--- src/rtl/load_enable_skid_buffer_if.sv ---
// Handshake/data bundle for load_enable_skid_buffer: capture side (a, b),
// downstream valid/ready side (y), and status (stale_count, overflow).
interface load_enable_skid_buffer_if #(
    parameter int unsigned WIDTH = 8,
    parameter int unsigned CNT_W = 4
);
    logic [WIDTH-1:0] a;
    logic [WIDTH-1:0] b;
    logic             in_ready;
    logic             out_valid;
    logic             out_ready;
    logic [WIDTH-1:0] y;
    logic [CNT_W-1:0] stale_count;
    logic             overflow;
    logic             ovf_clr;

    modport master (
        output a, b, out_ready, ovf_clr,
        input  in_ready, out_valid, y, stale_count, overflow
    );

    modport slave (
        input  a, b, out_ready, ovf_clr,
        output in_ready, out_valid, y, stale_count, overflow
    );
endinterface

--- src/rtl/load_enable_skid_buffer.sv ---
// Clocked load-enable capture stage feeding a 2-entry valid/ready buffer,
// with a saturating cycles-since-load counter and a sticky drop flag.
module load_enable_skid_buffer #(
    parameter int unsigned WIDTH = 8,
    parameter int unsigned CNT_W = 4
) (
    input  logic                     clock,
    input  logic                     resetN,
    load_enable_skid_buffer_if.slave bus
);

    typedef enum logic [1:0] {
        OCC_EMPTY = 2'd0,
        OCC_ONE   = 2'd1,
        OCC_FULL  = 2'd2
    } occ_e;

    localparam logic [CNT_W-1:0] STALE_MAX = '1;

    occ_e             occ_q, occ_d;
    logic [WIDTH-1:0] y_q, y_d;
    logic [WIDTH-1:0] tail_q, tail_d;
    logic [CNT_W-1:0] stale_q, stale_d;
    logic             ovf_q, ovf_d;

    logic req;
    logic push;
    logic pop;
    logic drop;
    logic in_ready;
    logic out_valid;

    assign in_ready  = (occ_q != OCC_FULL);
    assign out_valid = (occ_q != OCC_EMPTY);
    assign req       = |bus.b;
    assign push      = req & in_ready;
    assign pop       = out_valid & bus.out_ready;
    assign drop      = req & ~in_ready;

    // y_q is the head entry itself; tail_q only matters when full.
    always_comb begin
        occ_d  = occ_q;
        y_d    = y_q;
        tail_d = tail_q;
        case (occ_q)
            OCC_EMPTY: begin
                if (push) begin
                    y_d   = bus.a;
                    occ_d = OCC_ONE;
                end
            end
            OCC_ONE: begin
                if (push && pop) begin
                    y_d = bus.a;
                end else if (push) begin
                    tail_d = bus.a;
                    occ_d  = OCC_FULL;
                end else if (pop) begin
                    occ_d = OCC_EMPTY;
                end
            end
            OCC_FULL: begin
                if (pop) begin
                    y_d   = tail_q;
                    occ_d = OCC_ONE;
                end
            end
            default: begin
                occ_d = OCC_EMPTY;
            end
        endcase
    end

    always_comb begin
        stale_d = stale_q;
        if (push) begin
            stale_d = '0;
        end else if (stale_q != STALE_MAX) begin
            stale_d = stale_q + 1'b1;
        end
    end

    // A drop in the same cycle as ovf_clr keeps the flag set.
    always_comb begin
        ovf_d = ovf_q;
        if (drop) begin
            ovf_d = 1'b1;
        end else if (bus.ovf_clr) begin
            ovf_d = 1'b0;
        end
    end

    always_ff @(posedge clock) begin
        if (!resetN) begin
            occ_q   <= OCC_EMPTY;
            y_q     <= '0;
            tail_q  <= '0;
            stale_q <= '0;
            ovf_q   <= 1'b0;
        end else begin
            occ_q   <= occ_d;
            y_q     <= y_d;
            tail_q  <= tail_d;
            stale_q <= stale_d;
            ovf_q   <= ovf_d;
        end
    end

    assign bus.in_ready    = in_ready;
    assign bus.out_valid   = out_valid;
    assign bus.y           = y_q;
    assign bus.stale_count = stale_q;
    assign bus.overflow    = ovf_q;

endmodule
--- src/flat_wrapper.sv ---
// flat-port wrapper written by rule: the top's interface ports become plain ports
module load_enable_skid_buffer_flat 
#(
    parameter int unsigned WIDTH = 8,
    parameter int unsigned CNT_W = 4
)
  (clock, resetN, bus_a, bus_b, bus_out_ready, bus_ovf_clr, bus_in_ready, bus_out_valid, bus_y, bus_stale_count, bus_overflow);
  load_enable_skid_buffer_if #(.WIDTH(WIDTH), .CNT_W(CNT_W)) bus_i ();
  input  logic clock;
  input  logic resetN;
  input wire logic [$bits(bus_i.a)-1:0] bus_a;
  input wire logic [$bits(bus_i.b)-1:0] bus_b;
  input wire logic [$bits(bus_i.out_ready)-1:0] bus_out_ready;
  input wire logic [$bits(bus_i.ovf_clr)-1:0] bus_ovf_clr;
  output wire logic [$bits(bus_i.in_ready)-1:0] bus_in_ready;
  output wire logic [$bits(bus_i.out_valid)-1:0] bus_out_valid;
  output wire logic [$bits(bus_i.y)-1:0] bus_y;
  output wire logic [$bits(bus_i.stale_count)-1:0] bus_stale_count;
  output wire logic [$bits(bus_i.overflow)-1:0] bus_overflow;
  assign bus_i.a = bus_a;
  assign bus_i.b = bus_b;
  assign bus_i.out_ready = bus_out_ready;
  assign bus_i.ovf_clr = bus_ovf_clr;
  assign bus_in_ready = bus_i.in_ready;
  assign bus_out_valid = bus_i.out_valid;
  assign bus_y = bus_i.y;
  assign bus_stale_count = bus_i.stale_count;
  assign bus_overflow = bus_i.overflow;
  load_enable_skid_buffer #(.WIDTH(WIDTH), .CNT_W(CNT_W)) u_core (.clock(clock), .resetN(resetN), .bus(bus_i));
endmodule
--- config.mk ---
export PLATFORM = sky130hd
export DESIGN_NAME = load_enable_skid_buffer_flat
export DESIGN_NICKNAME = d
export VERILOG_FILES = /design/src/rtl/load_enable_skid_buffer_if.sv /design/src/rtl/load_enable_skid_buffer.sv /design/src/flat_wrapper.sv
export SDC_FILE = /design/constraint.sdc
export NUM_CORES = 1
export LEC_CHECK = 0
export BUFFER_PORTS_ARGS = -buffer_cell sky130_fd_sc_hd__buf_2
export CORE_MARGIN = 2
export CORE_UTILIZATION = 49
export CTS_BUF_LIST = sky130_fd_sc_hd__clkbuf_4 sky130_fd_sc_hd__clkbuf_8 sky130_fd_sc_hd__clkbuf_16
export CTS_CLUSTER_SIZE = 25
export DETAILED_ROUTE_END_ITERATION = 8
export GPL_ROUTABILITY_DRIVEN = 0
export PLACE_DENSITY = 0.77
export SETUP_SLACK_MARGIN = 0.05
export SYNTH_ARGS = -nofsm -noshare
export SYNTH_HDL_FRONTEND = slang
export SYNTH_SLANG_ARGS = --single-unit
--- constraint.sdc ---
create_clock -name clock -period 1.8 [get_ports clock]
set_input_delay 0.45 -clock clock [delete_from_list [all_inputs] [get_ports clock]]
set_output_delay 0.45 -clock clock [all_outputs]
set_load 0.005 [all_outputs]
==> impl_metrics.json <==
{
  "gr-total-overflow": 0,
  "core_area_mm2": 0.00215,
  "tritoncts": "built",
  "syn_area_mm2": 0.00109,
  "setup_ws_ns": 0.177,
  "tns_ns": 0,
  "final_core_util_pct": 62.7,
  "clk-insertion-delay-late_ns": 0.31,
  "min_path_cells": 2,
  "crit-reg2reg-launch": "u_core.occ_q[0]",
  "io_pins": 35,
  "drcViolationCount": 0,
  "yosysWarnings": 0,
  "fp.dieW_um": 51.2,
  "cp-start-kind": "flop",
  "numPortBuffers": 34,
  "syn_area_per_cell_um2": 9.42,
  "ys_async_sr_fraction_pct": 0,
  "fmax_mhz": 616,
  "wl_per_cell_um": 11.7,
  "grt_pass1_vias": 859,
  "reg2reg_depth": 3,
  "die_h_um": 51.2,
  "ys_seq_area_share_pct": 42.2,
  "slew_violations": 0,
  "post-cts-setup-buffers": 0,
  "irDropWorstVdd_mv": 0.480,
  "grt_pass1_wl_mm": 3.52,
  "dp_cells": 177,
  "final_area_mm2": 0.00135,
  "dieArea_mm2": 0.00262,
  "critPathArrivalTime_ns": 1.17,
  "grt_setup_unrepaired": "false",
  "status": "finished, final reports clean",
  "postSynthCellCount": 116,
  "synth-edff-count": 0,
  "multiInputGateArea_um2": 581,
  "numCtsBuffers": 3,
  "n_fill_cell": 203,
  "min_to": "u_core.occ_q[1]",
  "grt_util_all_layers_pct": 17.7,
  "setup-violations-final": 0,
  "worst-path-max-fanout": 7,
  "ant_nets": 0,
  "clockRootBuffer": "clkbuf_4",
  "yosys-top-cells-area": "dfxtp_1 (42%), mux2i_1 (8.2%), a21oi_2 (6.4%), o31ai_1 (6.2%), nand3_1 (5.0%)",
  "yosysMostFrequentCell": "dfxtp_1",
  "min_period_ns": 1.62,
  "grt_max_degree": 18,
  "routed_via_density": 5.29,
  "antenna_found_initial": 0,
  "pre_cts_slack_ns": 0.0735,
  "synthFlopType": "dfxtp_1",
  "synth_top_area_share_pct": 42.2,
  "syn_to_final_growth_pct": 23.3,
  "stdcell_count": 181,
  "synth.distinct_cells": 30,
  "synth.net_count": 137,
  "hold_viol": 0,
  "start_util_pct": 50.8,
  "required_ns": 1.35,
  "slew_headroom_pct": 71.8,
  "synth_top_area_cell": "dfxtp_1",
  "ff_latch_area_um2": 460,
  "dr.pass1.iters": 4,
  "clockBufferDepth": 2,
  "leakagePower_nw": 0.552,
  "worst_pin_slew_ns": 0.423,
  "hold_path_class": "in -> reg",
  "via_count": 957,
  "clkTransAtPathRegs_ns": 0.13,
  "maxCapViolations": 0,
  "fin_crit_sh_pct": 90.2,
  "cts_sinks": 23,
  "reg2reg_slack_ns": 0.34,
  "ys_ff_latch": 23,
  "dp_hpwl_mm": 1.64,
  "routed_wl_mm": 2.12,
  "nets": 175,
  "worstSetupEndpointType": "primary output",
  "yosys-top-cells-count": "dfxtp_1 (23), nand3_1 (11), mux2i_1 (9), nand2_1 (9), o31ai_1 (9)",
  "cts_max_level": 1,
  "reg2reg_to": "u_core.bus.y[1]",
  "power_per_cell_area_mw_per_mm2": 724,
  "n_antenna_cell": 0,
  "skew_ns": 0.00155,
  "drt_iter0_drc": 21,
  "fp-row-count": 17,
  "drive_gt1_share_pct": 37.9,
  "placed_area_mm2": 0.00131,
  "hold_path_startpoint": "bus_out_ready",
  "path_class": "reg -> out"
}
-- where the power goes --
group          switching, mW  leakage (nW)  internal (mW)
Sequential            0.0198         0.189          0.541
Clock                  0.156        0.0177         0.0830
Combinational         0.0894         0.346         0.0854
Total                  0.265         0.552          0.709
-- logic make-up after synthesis --
logic type / after synthesis / synth area share [%]
adder cells (fa/ha/maj): 1 / 1.15
flip-flops: 23 / 42.2
multiplexers: 9 / 8.25
buffers and inverters: 11 / 5.38
AO/OA/AOI/OAI: 33 / 22.0
XOR/XNOR: 1 / 0.802
AND/OR/NAND/NOR: 38 / 20.3
-- state kept, by name, summed over array words and instances, names as in the netlist --
name / count
u_core.bus.overflow: 1
u_core.bus.stale_count: 4
u_core.bus.y: 8
u_core.occ_q: 2
u_core.tail_q: 8
-- worst max-delay path, stage by stage (launching register included) --
cell and delay [ns]:
dfxtp_1 0.47, nor2b_1 0.20, inv_1 0.07, buf_2 0.13
-- cells in the final DEF, fill, tap and decap left out, types with 5 or more instances in the layout --
cell type / Yosys / layout
mux2i_1: 9 / 9
buf_4: 0 / 5
buf_2: 2 / 34
nand3_1: 11 / 11
dfxtp_1: 23 / 23
nand2_1: 9 / 9
nor2_1: 5 / 5
a21oi_2: 8 / 8
o31ai_1: 9 / 9
o21ai_0: 8 / 8
-- area by class of cell --
class | instances | share of cell area [%]
tap | 28 | 2.60
multi-input combinational | 82 | 43.1
sequential | 23 | 34.2
timing repair buffer | 40 | 16.9
inverter | 4 | 1.12
clock buffer | 3 | 1.67
clock inverter | 1 | 0.372
-- per-stage QoR --
stage          total power, mW  hold WS [ns]
4_1_cts                  0.984         0.320
3_5_place_dp             0.746         0.451
5_1_grt                   1.02         0.341
3_3_place_gp             0.740         0.444
2_1_floorplan            0.671         0.436
6_report                 0.974         0.332
-- worst max-delay path by stage --
| stage | from | endpoint | depth (start not counted) |
|---|---|---|---|
| global placement | bus_out_ready | u_core.bus.y[1] | 5 |
| CTS | u_core.occ_q[1] | bus_in_ready | 3 |
| global route | u_core.occ_q[1] | bus_in_ready | 3 |
| detailed placement | bus_out_ready | u_core.bus.y[1] | 5 |
| finish | u_core.occ_q[1] | bus_in_ready | 3 |
| floorplan | bus_b[1] | u_core.bus.y[0] | 5 |
-- routing by layer --
metal  vias up  track usage (%)  wire (µm)
met5         -                0          0
met4         0             8.33         12
met3         2             2.63         83
met2        21             29.7       1090
met1       443             22.2        937
li1        491                -          -
-- what timing repair did --
action | CTS | global route
resized for setup | 0 | 1
setup endpoints to repair | 0 | 8
hold buffers | 0 | 0
No activity file was read; power rests on OpenSTA's default activity.
